## config.mk

```make
export PLATFORM = sky130hd
export DESIGN_NAME = r_peak_detector
export DESIGN_NICKNAME = d
export VERILOG_FILES = /design/src/rtl/ecg_pkg.sv /design/src/rtl/ecg_slope_feature.sv /design/src/rtl/r_peak_detector.sv
export SDC_FILE = /design/constraint.sdc
export NUM_CORES = 1
export LEC_CHECK = 0
export CAP_MARGIN = 20
export CORE_MARGIN = 8
export CORE_UTILIZATION = 40
export CTS_CLUSTER_SIZE = 24
export DETAILED_ROUTE_END_ITERATION = 10
export PLACE_DENSITY = 0.58
export SETUP_SLACK_MARGIN = 0.4
export SYNTH_ARGS = -nofsm -noshare
export SYNTH_HDL_FRONTEND = slang
export SYNTH_SLANG_ARGS = --single-unit
```

## constraint.sdc

```tcl
create_clock -name clk -period 11.6 [get_ports clk]
set_input_delay 2.9 -clock clk [delete_from_list [all_inputs] [get_ports clk]]
set_output_delay 2.9 -clock clk [all_outputs]
set_load 0.01 [all_outputs]
```

## src/rtl/ecg_pkg.sv

```systemverilog
// Shared ECG pipeline constants and types.
// Used by the R-peak detector and the apnea detector.
package ecg_pkg;

  localparam int SAMPLE_RATE_HZ = 100;
  localparam int RR_W           = 16;
  localparam int REFRACTORY_DEF = 20;
  localparam int RR_MAX_DEF     = 300;

  typedef enum logic [1:0] {
    SEARCH,
    TRACK,
    REFRACT
  } rpk_state_e;

  function automatic logic [15:0] floor_u16(
    input logic [15:0] v,
    input logic [15:0] lo
  );
    return (v < lo) ? lo : v;
  endfunction

endpackage

```

## src/rtl/ecg_slope_feature.sv

```systemverilog
// Slope feature: |x[n] - x[n-2]|, saturated to 16 bits unsigned.
// Delay line advances only on sample_en.
module ecg_slope_feature
  import ecg_pkg::*;
#(
  parameter int DATA_W = 16
) (
  input  logic                     clk,
  input  logic                     rst,
  input  logic                     sample_en_i,
  input  logic signed [DATA_W-1:0] ecg_i,
  output logic [15:0]              f_o
);

  localparam int MW = (DATA_W + 1 > 16) ? DATA_W + 1 : 16;

  logic signed [DATA_W-1:0] x1_q;
  logic signed [DATA_W-1:0] x2_q;
  logic signed [DATA_W:0]   diff;
  logic [DATA_W:0]          mag;
  logic [MW-1:0]            mag_w;

  assign diff = $signed({ecg_i[DATA_W-1], ecg_i})
              - $signed({x2_q[DATA_W-1], x2_q});

  assign mag   = diff[DATA_W] ? $unsigned(-diff) : $unsigned(diff);
  assign mag_w = MW'(mag);

  assign f_o = (mag_w > MW'(16'hFFFF)) ? 16'hFFFF : mag_w[15:0];

  always_ff @(posedge clk or posedge rst) begin
    if (rst) begin
      x1_q <= '0;
      x2_q <= '0;
    end else if (sample_en_i) begin
      x2_q <= x1_q;
      x1_q <= ecg_i;
    end
  end

endmodule

```

## src/rtl/r_peak_detector.sv

```systemverilog
// QRS peak detector: adaptive threshold, refractory blanking,
// RR interval counter and no-beat timeout.
module r_peak_detector
  import ecg_pkg::*;
#(
  parameter int DATA_W      = 16,
  parameter int REFRACTORY  = REFRACTORY_DEF,
  parameter int MAX_TRACK   = 10,
  parameter int RR_MAX      = RR_MAX_DEF,
  parameter int INIT_THRESH = 512,
  parameter int MIN_THRESH  = 64
) (
  input  logic                     clk,
  input  logic                     rst,
  input  logic                     sample_en,
  input  logic signed [DATA_W-1:0] ecg_in,
  output logic                     r_peak,
  output logic [RR_W-1:0]          rr_value,
  output logic                     no_beat,
  output logic [15:0]              threshold
);

  localparam int TRK_W = $clog2(MAX_TRACK + 1);
  localparam int REF_W = $clog2(REFRACTORY + 1);

  localparam logic [15:0]     MIN_T  = 16'(MIN_THRESH);
  localparam logic [RR_W-1:0] RR_TOP = RR_W'(RR_MAX);

  logic [15:0] f;

  rpk_state_e      state_q, state_d;
  logic [15:0]     pk_q, pk_d;
  logic [TRK_W-1:0] trk_q, trk_d;
  logic [REF_W-1:0] ref_q, ref_d;
  logic [16:0]     spk_q, spk_d;
  logic [15:0]     thr_q, thr_d;
  logic [RR_W-1:0] rr_q, rr_d;
  logic [RR_W-1:0] rrv_q, rrv_d;
  logic            primed_q, primed_d;
  logic            pend_q, pend_d;
  logic            nobeat_q, nobeat_d;
  logic            tout_q, tout_d;

  logic [15:0]     pk_max;
  logic [16:0]     spk_decl;
  logic [15:0]     thr_decl;
  logic [15:0]     thr_half;
  logic [RR_W:0]   rr_p1;
  logic [RR_W-1:0] rr_inc;
  logic            decl;

  ecg_slope_feature #(
    .DATA_W(DATA_W)
  ) u_slope (
    .clk        (clk),
    .rst        (rst),
    .sample_en_i(sample_en),
    .ecg_i      (ecg_in),
    .f_o        (f)
  );

  assign pk_max = (f > pk_q) ? f : pk_q;

  // Leaky peak average: spk += (pk - spk) / 8
  assign spk_decl = spk_q
                  - {3'b000, spk_q[16:3]}
                  + {4'b0000, pk_max[15:3]};

  assign thr_decl = floor_u16(spk_decl[16:1], MIN_T);
  assign thr_half = floor_u16({1'b0, thr_q[15:1]}, MIN_T);

  assign rr_p1  = {1'b0, rr_q} + 1'b1;
  assign rr_inc = (rr_p1 >= {1'b0, RR_TOP}) ? RR_TOP
                                            : rr_p1[RR_W-1:0];

  always_comb begin
    state_d  = state_q;
    pk_d     = pk_q;
    trk_d    = trk_q;
    ref_d    = ref_q;
    spk_d    = spk_q;
    thr_d    = thr_q;
    rr_d     = rr_q;
    rrv_d    = rrv_q;
    primed_d = primed_q;
    pend_d   = pend_q;
    nobeat_d = nobeat_q;
    tout_d   = tout_q;
    decl     = 1'b0;

    if (sample_en) begin
      pend_d = 1'b0;

      unique case (state_q)
        SEARCH: begin
          if (f >= thr_q) begin
            state_d = TRACK;
            pk_d    = f;
            trk_d   = TRK_W'(1);
          end
        end
        TRACK: begin
          pk_d = pk_max;
          if (f < (pk_q >> 1) ||
              trk_q == TRK_W'(MAX_TRACK)) begin
            decl = 1'b1;
          end else begin
            trk_d = trk_q + 1'b1;
          end
        end
        REFRACT: begin
          if (ref_q == REF_W'(REFRACTORY - 1)) begin
            state_d = SEARCH;
            ref_d   = '0;
          end else begin
            ref_d = ref_q + 1'b1;
          end
        end
        default: state_d = SEARCH;
      endcase

      if (decl) begin
        spk_d    = spk_decl;
        thr_d    = thr_decl;
        state_d  = REFRACT;
        ref_d    = '0;
        rr_d     = '0;
        nobeat_d = 1'b0;
        tout_d   = 1'b0;
        if (primed_q) begin
          rrv_d  = rr_inc;
          pend_d = 1'b1;
        end else begin
          primed_d = 1'b1;
        end
      end else begin
        rr_d = rr_inc;
        if (rr_inc == RR_TOP) begin
          nobeat_d = 1'b1;
        end
        // Relax threshold once per silent stretch
        if (rr_inc == RR_TOP && state_q == SEARCH &&
            !tout_q) begin
          thr_d  = thr_half;
          spk_d  = {1'b0, thr_q};
          tout_d = 1'b1;
        end
      end
    end
  end

  always_ff @(posedge clk or posedge rst) begin
    if (rst) begin
      state_q  <= SEARCH;
      pk_q     <= '0;
      trk_q    <= '0;
      ref_q    <= '0;
      spk_q    <= 17'(2 * INIT_THRESH);
      thr_q    <= 16'(INIT_THRESH);
      rr_q     <= '0;
      rrv_q    <= '0;
      primed_q <= 1'b0;
      pend_q   <= 1'b0;
      nobeat_q <= 1'b0;
      tout_q   <= 1'b0;
    end else begin
      state_q  <= state_d;
      pk_q     <= pk_d;
      trk_q    <= trk_d;
      ref_q    <= ref_d;
      spk_q    <= spk_d;
      thr_q    <= thr_d;
      rr_q     <= rr_d;
      rrv_q    <= rrv_d;
      primed_q <= primed_d;
      pend_q   <= pend_d;
      nobeat_q <= nobeat_d;
      tout_q   <= tout_d;
    end
  end

  assign r_peak    = pend_q & sample_en;
  assign rr_value  = rrv_q;
  assign no_beat   = nobeat_q;
  assign threshold = thr_q;

endmodule

```

**Word level (Yosys, flattened, before mapping)**

Cells that the tools add are included.

- Bits in registers: 128
- Bits in latches: 0
- Memory bits (writable): 0
- Memory bits (read-only): 0
- Input port bits: 19
- Output and inout bits: 34
- Word-level logic and storage cells: 91
- Memories kept: 0

- Add/subtract/negate cells: 7
- Multiply operators: 0
- Divide/modulo/power cells: 0
- Magnitude comparators: 7
- Equality and inequality tests: 11
- Shift operators: 0
- Muxes and demuxes: 32
- Bitwise gates (word level): 1
- Reductions and logical operators: 18

Operator list:

| operator | number |
|---|---|
| $mux W16 | 8 |
| $mux W17 | 3 |
| $pmux W16 S2 | 1 |
| $add A16 B1 Y17 const B | 1 |
| $add A17 B13 Y17 | 1 |
| $ge A17 B9 Y1 const B | 1 |
| $gt A17 B16 Y1 const B | 1 |
| $neg A17 Y17 | 1 |
| $sub A16 B16 Y17 | 1 |
| $sub A17 B14 Y17 | 1 |
| $eq A16 B9 Y1 const B | 1 |
| $ge A16 B16 Y1 | 1 |
| $gt A16 B16 Y1 | 1 |
| $lt A16 B15 Y1 | 1 |
| $lt A16 B7 Y1 const B | 1 |
| $lt A15 B7 Y1 const B | 1 |
| $mux W15 | 1 |
| $mux W5 | 3 |
| $reduce_and A4 Y1 | 3 |
| $mux W1 | 9 |
| $mux W4 | 2 |
| $ne A2 B2 Y1 const B | 4 |
| $pmux W4 S2 | 1 |
| $reduce_and A2 Y1 | 4 |
| 16 further kinds | 24 |

**Longest topological paths before layout**

Gate-level depths: netlist of the first run.

- Depth in word-level cells: 12
- Depth in mapped cells: 40

**Modules after synthesis**

Synthesis of the first run repeated with hierarchy kept, for this count alone.

- Cell total of the unflattened synthesis: 1,090
- Area total of the unflattened synthesis: 9,800.6 um2

By module, submodules not included:

| module | instances | cells an instance | area each (um2) | sequential area each (um2) |
|---|---|---|---|---|
| r_peak_detector | 1 | 788 | 7,168.1 | 2,404.8 |
| ecg_slope_feature | 1 | 302 | 2,632.5 | 800.8 |

**Least setup slack after synthesis of the first run**

No wires, ideal clock.

- Path type: input to register
- Start point: in ecg_in[0]
- End point: reg thr_q[6], in the netlist threshold[6]
- Setup time: 0.095 ns
- Arrival: 10.339 ns
- Required time: 11.505 ns
- Slack: 1.166 ns
- Stages: 33
- Path buffers: 2
- Cell sequence: inv_1 ha_1 fa_1 nand2b_1 a21o_1 a311oi_2 o2111a_1 nand4_1 or4b_1 o311a_4 or2_2 ha_1 nand4_1 or2_2 or3_1 o21a_1 clkbuf_1 buf_1 nand3_1 o21ai_0 fa_1 inv_1 ha_1 nor2b_1 o21a_1 o21ai_0 a211oi_1 or4_1 o211ai_1 nor2b_1 nand4_1 o211a_1 o31ai_1

- Longest elaborated chain between the ends: 12
- Elaborated cells between the ends (all ways): 18
- Classes of those cells: 3 x add/sub; 4 x order compare; 8 x mux; 3 x reduce/logical

RTL lines:

| what | line | source |
|---|---|---|
| start, declared | r_peak_detector.sv:16 | `input logic signed [DATA_W-1:0] ecg_in,` |
| $sub A16 B16 Y17 (*) | ecg_slope_feature.sv:24 | `- $signed({x2_q[DATA_W-1], x2_q});` |
| $neg A17 Y17 | ecg_slope_feature.sv:26 | `assign mag = diff[DATA_W] ? $unsigned(-diff) : $unsigned(diff);` |
| $mux W17 (*) | ecg_slope_feature.sv:26 |  |
| $gt A17 B16 Y1 | ecg_slope_feature.sv:29 | `assign f_o = (mag_w > MW'(16'hFFFF)) ? 16'hFFFF : mag_w[15:0];` |
| $mux W16 (*) | ecg_slope_feature.sv:29 |  |
| parallel branches: the longest is 7 deep, another holds $add A17 B13 Y17 | - |  |
| end signal, assigned | r_peak_detector.sv:159 | `thr_q <= 16'(INIT_THRESH);` |
| end signal, assigned | r_peak_detector.sv:172 | `thr_q <= thr_d;` |
| end, declared | r_peak_detector.sv:36 | `logic [15:0] thr_q, thr_d;` |

Every way passes the cells marked *. The select of a mux whose other input is x is not followed.
A chain may end at the register's enable or synchronous reset.

**Final worst setup path of the first run**

- Start point: in ecg_in[0]
- End point: reg thr_q[5], in the netlist threshold[5]

Same word-level chain as after synthesis.

==> out/qor.yml, run 1 <==
outcome: "complete, no violations"
ys_warn_count: 0
cts_buffers: 17
drt_first_iter_violations: 644
final.setup.tns_ns: 0
critPathMaxStageDelay_ns: 0.56
synthTopCellsByArea: "dfrtp_1 32%, ha_1 11%, inv_1 4.2%"
row_count: 57
async_reset_ff_frac: 1.00
fp.dieW_um: 173
cp.required_ns: 11.87
hold_path_end: "u_slope.x2_q[3]"
syn-num-nets: 1247
syn_area_um2: 9890
antennaDiodeCount: 0
clk_pin_slew_ns: 0.06
drt-vias-per-instance: 5.64
overflow: 0
clkLatencyLatePin_ns: 0.44
period_minus_slack_ns: 10.78
antenna_found_initial: 0
drc_errors: 0
finalWirelength_mm: 26.0
r2r_setup_slack_ns: 3.43
postSynthAreaPerCell_um2: 8.77
clockBufferDepth: 2
core_um2: 24300
initial_utilization: 0.407
final_nets: 1284
route.antenna.remaining_nets: 0
cts.root.buffer_cell: "clkbuf_16"
cp.arrival_ns: 11.05
worstHoldStart: "u_slope.x1_q[3]"
die_h_um: 173
drtPass1Iterations: 7
finalCritPeriodShare: 0.929
r2r-start: "u_slope.x2_q[0]"
timing.rr.end: "threshold[5]"
dieArea_um2: 30000
layout-drive-gt1-share: 0.104
grt_pass1_wl_mm: 43.4
fin_util: 0.470
finalHoldViolations: 0
synth_flop_cell: "dfrtp_1"
area_delta_synth_final_pct: 15.4
critical_path.slowest_cell: "or4b_4"
place_congestion: 0.880
yosysTopAreaCellShare: 0.319
hold_path_class: "flip-flop to flip-flop"
wire_per_inst_um: 17.3
synth_edf_count: 0
h-tree-depth: 4
port_buffers: 52
track_usage: 0.174
end_kind: "flip-flop"
grt_pass1_vias: 8222
ys_top_cells_by_count: "126 x dfrtp_1, 111 x inv_1, 86 x ha_1"
slew_headroom: 0.306
ys_types: 73
holdPathStages: 2
cap_violations: 0
grt_max_degree: 89
io_pins: 53
max_freq_mhz: 92.8
ys_ff_latch: 128
holdBufCountCts: 0
crit_start: "ecg_in[0]"
tightest_slew_ns: 1.04
synth-seq-area-share: 0.324
rsz0062_at_grt: "false"
synthCells: 1128
cts.sinks: 128
cp_max_fo: 16
crit_type: "input pin to flip-flop"
reg2regPathDepth: 31
drv_slew: 0
num_vias: 8472
fillers: 2387
skew_ns: 0.0160
synth_top_cell_by_area: "dfrtp_1"
cts_tree: "built"
setup_viol: 0
dp_hpwl_mm: 18.9
yosysMostFrequentCell: "dfrtp_1"
crit_path_start_kind: "input pin"
## how the worst max path moves through the flow
stage | end | slack (ns)
floorplan | threshold[6] | 1.17
global placement | threshold[0] | 0.39
detailed placement | threshold[4] | 0.18
CTS | threshold[5] | 0.62
global route | threshold[0] | 0.44
finish | threshold[5] | 0.82
## cell usage in the layout, fill, tap and decap left out, types with 5 or more instances in the layout
cell	Yosys	routed
dfrtp_1	126	126
inv_1	111	110
ha_1	86	86
nand2_1	78	77
o21ai_0	80	76
clkdlybuf4s50_1	0	51
nand3_1	50	50
nor3_1	50	50
a21oi_1	48	47
nor2_1	41	41
a31oi_1	40	40
a21o_1	38	38
mux2_2	34	34
nor2b_1	26	26
nand4_1	24	24
xnor2_1	23	22
buf_4	1	20
clkbuf_16	0	17
and2_1	14	14
fa_1	14	14
xor2_1	13	13
o211ai_1	13	13
nand2b_1	12	12
a211oi_1	13	12
or3_1	11	11
and3_1	9	9
nor4_1	8	8
or2_2	8	8
mux2i_1	7	7
inv_6	0	7
mux2_4	6	6
o31ai_1	5	5
inv_8	0	5
## per-stage QoR
stage,instance area (um^2),instances,setup slack (ns),hold WS [ns]
after floorplan,9890,1128,1.17,0.441
after global placement,10800,1468,0.395,0.454
after detailed placement,10800,1468,0.180,0.468
after CTS,11400,1500,0.624,0.480
after global routing,11400,1502,0.438,0.500
final,11400,1502,0.821,0.479
## sequential cells by signal (all words and copies together) (netlist names)
register	flops
spk_q	17
pk_q	16
rr_q	16
rr_value	16
threshold	16
u_slope.x1_q	16
u_slope.x2_q	16
ref_q	5
trk_q	4
state_q	2
no_beat	1
pend_q	1
primed_q	1
tout_q	1
## per-layer routing
| layer | routed length [um] | part of all wire | global-route usage |
|---|---|---|---|
| met4 | 350 | 0.013 | 0.0499 |
| met2 | 11500 | 0.44 | 0.264 |
| met5 | 0 | 0 | 0 |
| met1 | 12900 | 0.49 | 0.248 |
| met3 | 1270 | 0.049 | 0.0309 |
## worst max-delay path, delay by kind of cell
family | cells | cell delay, ns
buffers and inverters | 5 | 0.95
and+or+nand+nor | 11 | 2.91
adders and majority gates | 5 | 1.81
AOI/OAI and AO/OA | 12 | 2.47
## cells by family after synthesis
logic type | count (synthesis) | synth area share
adder cells (fa/ha/maj) | 100 | 0.137
flip-flops | 128 | 0.324
buffers and inverters | 167 | 0.0658
AND/OR/NAND/NOR | 351 | 0.187
AO/OA/AOI/OAI | 299 | 0.200
multiplexers | 47 | 0.0549
XOR/XNOR | 36 | 0.0319
## repair_timing
item                                    CTS  global route
endpoints found under the setup margin    0             9
setup buffers                             0             2
hold endpoints to repair                  0             0
gates resized for setup                   0            13
## layout make-up
class	instances	area, um^2	area share
Timing Repair Buffer	73	686	0.0600
Clock inverter	15	185	0.0162
Tap cell	324	405	0.0355
Multi-Input combinational cell	833	6090	0.533
Inverter	112	425	0.0373
Clock buffer	17	425	0.0373
Sequential cell	128	3210	0.281
Power of run 1 is not shown: default switching activity piles up to over one toggle a cycle in this logic, so the estimate is an artifact.
==> run 2: changes to the inputs <==
Settings changed: MAX_ROUTING_LAYER set to met4.
==> run 2 against run 1 <==
Net effect: cell count stayed put; utilization stayed put; highest routed layer unchanged; flip-flop and latch count stayed put.
==> out/qor.yml, run 2 (synthesis gave the netlist of run 1 again) <==
outcome: "complete, no violations"
timing.rr.end: "threshold[5]"
fillers: 2387  # unchanged
drv_slew: 0  # unchanged
clkLatencyLatePin_ns: 0.43  # about the same
cp.arrival_ns: 11.06  # about the same
overflow: 0  # unchanged
finalHoldViolations: 0  # unchanged
r2r-start: "u_slope.x2_q[0]"
cts_tree: "built"
place_congestion: 0.893  # +1.5%
hold_path_end: "u_slope.x2_q[3]"
wire_per_inst_um: 17.3  # -0.15%
drt-vias-per-instance: 5.62  # -0.34%
reg2regPathDepth: 31  # unchanged
cts.sinks: 128  # unchanged
critPathMaxStageDelay_ns: 0.56  # about the same
worstHoldStart: "u_slope.x1_q[3]"
rsz0062_at_grt: "false"
fin_hold_ws_ns: 0.479  # -0.0000620 ns
critical_path.top_delay_family: "simple AND/OR/NAND/NOR gates"
grt_max_degree: 89  # unchanged
dp_hpwl_mm: 18.9  # unchanged
hold_path_class: "flip-flop to flip-flop"
grt_pass1_vias: 8205  # -0.21%
port_buffers: 52  # unchanged
tightest_slew_ns: 1.06  # +0.0208 ns
skew_ns: 0.0143  # -0.00163 ns
track_usage: 0.179  # +0.00510
final.setup.tns_ns: 0  # unchanged
die_h_um: 173  # unchanged
area_delta_synth_final_pct: 15.4  # unchanged
antenna_found_initial: 0  # unchanged
setup_viol: 0  # unchanged
cp.required_ns: 11.87  # about the same
max_freq_mhz: 92.7  # about the same
row_count: 57  # unchanged
finalCritPeriodShare: 0.930  # about the same
top_register: "spk_q"
cts.root.buffer_cell: "clkbuf_16"
cp_max_fo: 16  # unchanged
r2r_setup_slack_ns: 3.42  # about the same
initial_utilization: 0.407  # unchanged
dieArea_um2: 30000  # unchanged
layout-drive-gt1-share: 0.104  # unchanged
final_cells: 1502  # unchanged
largest_register_ff_count: 17  # unchanged
slew_headroom: 0.292  # -0.0140
drtPass1Iterations: 5  # -2
cts_buffers: 17  # unchanged
finalWirelength_mm: 26.0  # -0.15%
clk_pin_slew_ns: 0.06  # about the same
placed_cells: 1468  # unchanged
antennaDiodeCount: 0  # unchanged
final_cell_mix: "126 x dfrtp_1, 110 x inv_1, 86 x ha_1, 77 x nand2_1, 76 x o21ai_0"
period_minus_slack_ns: 10.79  # +0.00742 ns
num_vias: 8443  # -0.34%
grt_pass1_wl_mm: 43.4  # unchanged
final_nets: 1284  # unchanged
route.antenna.remaining_nets: 0  # unchanged
cap_violations: 0  # unchanged
crit_path_start_kind: "input pin"
drt_first_iter_violations: 587  # -8.9%
crit_type: "input pin to flip-flop"
fp.dieW_um: 173  # unchanged
path_buf_inv: 5  # unchanged
holdBufCountCts: 0  # unchanged
clockBufferDepth: 2  # unchanged
core_um2: 24300  # unchanged
io_pins: 53  # unchanged
holdPathStages: 2  # unchanged
final_common_cell: "dfrtp_1"
h-tree-depth: 4  # unchanged
critical_path.slowest_cell: "or4b_4"
end_kind: "flip-flop"
drc_errors: 0  # unchanged
## run 2: metal layers
layer  global-route usage  routed length, um  vias up
met5                    -                  0        -
met4               0.0499                350        0
met3               0.0290               1220       30
met2                0.263              11400      188
met1                0.251              13000     4090
li1                     -                  -     4135
## run 2: worst max path at each step
| stage | depth (start not counted) | start | end |
|---|---|---|---|
| 4_1_cts | 31 | ecg_in[0] | threshold[5] |
| 2_1_floorplan | 33 | ecg_in[0] | threshold[6] |
| 6_report | 33 | ecg_in[0] | threshold[5] |
| 5_1_grt | 33 | ecg_in[0] | threshold[0] |
| 3_3_place_gp | 33 | ecg_in[0] | threshold[0] |
| 3_5_place_dp | 31 | ecg_in[0] | threshold[4] |
## run 2: layout make-up
class	instances	area, um^2	area share
Multi-Input combinational cell	833	6090	0.533
Sequential cell	128	3210	0.281
Timing Repair Buffer	73	686	0.0600
Clock buffer	17	425	0.0373
Inverter	112	425	0.0373
Tap cell	324	405	0.0355
Clock inverter	15	185	0.0162
## run 2: worst reg2reg max path, delay by kind of cell (launching register included)
kind / cells / cell delay [ns]
AOI/OAI and AO/OA: 12 / 2.47
and+or+nand+nor: 11 / 2.91
DFF: 1 / 0.39
buffers and inverters: 3 / 0.45
adders and majority gates: 5 / 1.81
## run 2: repair_timing
item / in CTS / in global routing
setup buffers: 0 / 2
gates resized for setup: 0 / 13
endpoints found under the setup margin: 0 / 9
## run 2: metrics by stage
| stage | worst slack, ns | util | area [um^2] |
|---|---|---|---|
| floorplan | 1.17 | - | 9890 |
| global placement | 0.395 | 0.442 | 10800 |
| detailed placement | 0.180 | 0.442 | 10800 |
| CTS | 0.624 | 0.467 | 11400 |
| global route | 0.440 | 0.470 | 11400 |
| finish | 0.814 | 0.470 | 11400 |
Power of run 2 is left out for the same reason.
==> run 3: changes to the inputs <==
Settings changed: CORE_ASPECT_RATIO set to 1.25.
==> run 3 against run 2 <==
Net effect: flip-flop and latch count unchanged; clock-buffer cell count unchanged; cell area increased by 0.79%; register-to-register slack improved by 0.08 ns; utilization increased by 0.17 points.
==> out/qor.yml, run 3 (synthesis gave the netlist of run 1 again) <==
hold_path_class: "flip-flop to flip-flop"
period_minus_slack_ns: 10.66  # -0.128 ns
place_congestion: 0.902  # +1.0%
dieArea_um2: 30000  # +0.11%
clk_pin_slew_ns: 0.06  # about the same
holdPathStages: 1  # -1
timing.rr.end: "threshold[0]"
r2r_setup_slack_ns: 3.50  # +0.08 ns
multi_input_area_um2: 6080  # about the same
outcome: "complete, no violations"
r2r-start: "u_slope.x2_q[1]"
cp.required_ns: 11.89  # +0.02 ns
placed_area_um2: 10800  # +0.44%
drt-vias-per-instance: 5.58  # -0.71%
grt_pass1_vias: 8418  # +2.6%
wire_per_inst_um: 17.3  # +0.12%
hold_path_end: "primed_q"
max_freq_mhz: 93.8  # +1.2%
grt_max_degree: 77  # -13%
cts_tree: "built"
cts.root.buffer_cell: "clkbuf_16"
cp.arrival_ns: 10.95  # -0.11 ns
port_buffers: 52  # unchanged
cts.sinks: 128  # unchanged
clockBufferDepth: 2  # unchanged
io_pins: 53  # unchanged
register_area_um2: 3210  # unchanged
final.setup.tns_ns: 0  # unchanged
skew_ns: 0.00659  # -0.00775 ns
num_vias: 8461  # +0.21%
slew_headroom: 0.296  # +0.00476
stdcell_area_um2: 11500  # +0.79%
cap_violations: 0  # unchanged
critical_path.slowest_cell: "or4b_4"
tightest_slew_ns: 1.05  # -0.00710 ns
core_um2: 24400  # +0.43%
overflow: 0  # unchanged
critPathMaxStageDelay_ns: 0.60  # +0.04 ns
cts_buffers: 17  # unchanged
final_cell_mix: "126 x dfrtp_1, 110 x inv_1, 86 x ha_1, 79 x o21ai_0, 77 x nand2_1"
cp_max_fo: 17  # +1
setup_viol: 0  # unchanged
layout-drive-gt1-share: 0.112  # +0.00773
finalHoldViolations: 0  # unchanged
final_common_cell: "dfrtp_1"
final_nets: 1292  # +0.62%
top_register: "spk_q"
reg2regPathDepth: 31  # unchanged
dp_slack_ns: 0.258  # +0.0777 ns
crit_type: "input pin to flip-flop"
drt_first_iter_violations: 458  # -22%
largest_register_ff_count: 17  # unchanged
drtPass1Iterations: 5  # unchanged
drv_slew: 0  # unchanged
initial_utilization: 0.405  # -0.00173
fp.dieW_um: 157  # -9.6%
h-tree-depth: 4  # unchanged
fillers: 2378  # -0.38%
area_delta_synth_final_pct: 16.4
finalWirelength_mm: 26.3  # +1.1%
track_usage: 0.186  # +0.00733
clkLatencyLatePin_ns: 0.44  # about the same
holdBufCountCts: 0  # unchanged
grt_pass1_wl_mm: 43.4  # +0.14%
row_count: 64  # +12%
end_kind: "flip-flop"
route.antenna.remaining_nets: 0  # unchanged
worst_slack_ns: 0.941  # +0.128 ns
antenna_found_initial: 0  # unchanged
antennaDiodeCount: 0  # unchanged
die_h_um: 192  # +11%
rsz0062_at_grt: "false"
worstHoldStart: "primed_q"
drc_errors: 0  # unchanged
finalCritPeriodShare: 0.919  # -0.0110
crit_path_start_kind: "input pin"
dp_hpwl_mm: 19.3  # +2.2%
==> run 3: changes by cell type in the layout (fill, tap and decap cells not counted), moves of 2 or more <==
cell	previous run	this run
o21ai_1	4	0
buf_4	20	27
inv_8	5	2
o21ai_0	76	79
clkinv_4	1	3
==> run 3: through the flow <==
step | util | std cells | hold WS, ns
floorplan | - | 1128 | 0.441
global placement | 0.442 | 1481 | 0.458
detailed placement | 0.442 | 1481 | 0.458
CTS | 0.468 | 1513 | 0.473
global route | 0.471 | 1516 | 0.479
finish | 0.471 | 1516 | 0.472
==> run 3: worst max-delay path by stage <==
stage / from / endpoint / slack (ns) / cells past startpoint
floorplan: ecg_in[0] / threshold[6] / 1.17 / 33
global placement: ecg_in[0] / threshold[0] / 0.37 / 33
detailed placement: ecg_in[0] / threshold[0] / 0.26 / 33
CTS: ecg_in[0] / threshold[0] / 0.71 / 33
global route: ecg_in[0] / threshold[1] / 0.45 / 33
finish: ecg_in[0] / threshold[0] / 0.94 / 33
==> run 3: critical path: cells and delay by family <==
kind	cells	cell delay, ns
buffers and inverters	5	0.93
AOI/OAI and AO/OA	11	2.08
and+or+nand+nor	12	3.28
adders and majority gates	5	1.74
==> run 3: what timing repair did <==
item,in CTS,in global routing
setup buffers,0,2
setup endpoints to repair,0,9
resized for setup,0,11
==> run 3: metal layers <==
metal / part of all wire / GRT usage / wire length [um]
met2: 0.49 / 0.305 / 12800
met4: 0.020 / 0.0663 / 526
met1: 0.46 / 0.228 / 12000
met3: 0.036 / 0.0329 / 947
met5: 0 / - / 0
==> run 3: area by class of cell <==
| class | instances | share of cell area |
|---|---|---|
| Clock buffer | 17 | 0.0370 |
| Inverter | 112 | 0.0370 |
| Multi-Input combinational cell | 833 | 0.529 |
| Sequential cell | 128 | 0.279 |
| Clock inverter | 15 | 0.0173 |
| Tap cell | 330 | 0.0359 |
| Timing Repair Buffer | 81 | 0.0658 |
Power of run 3 is left out for the same reason.
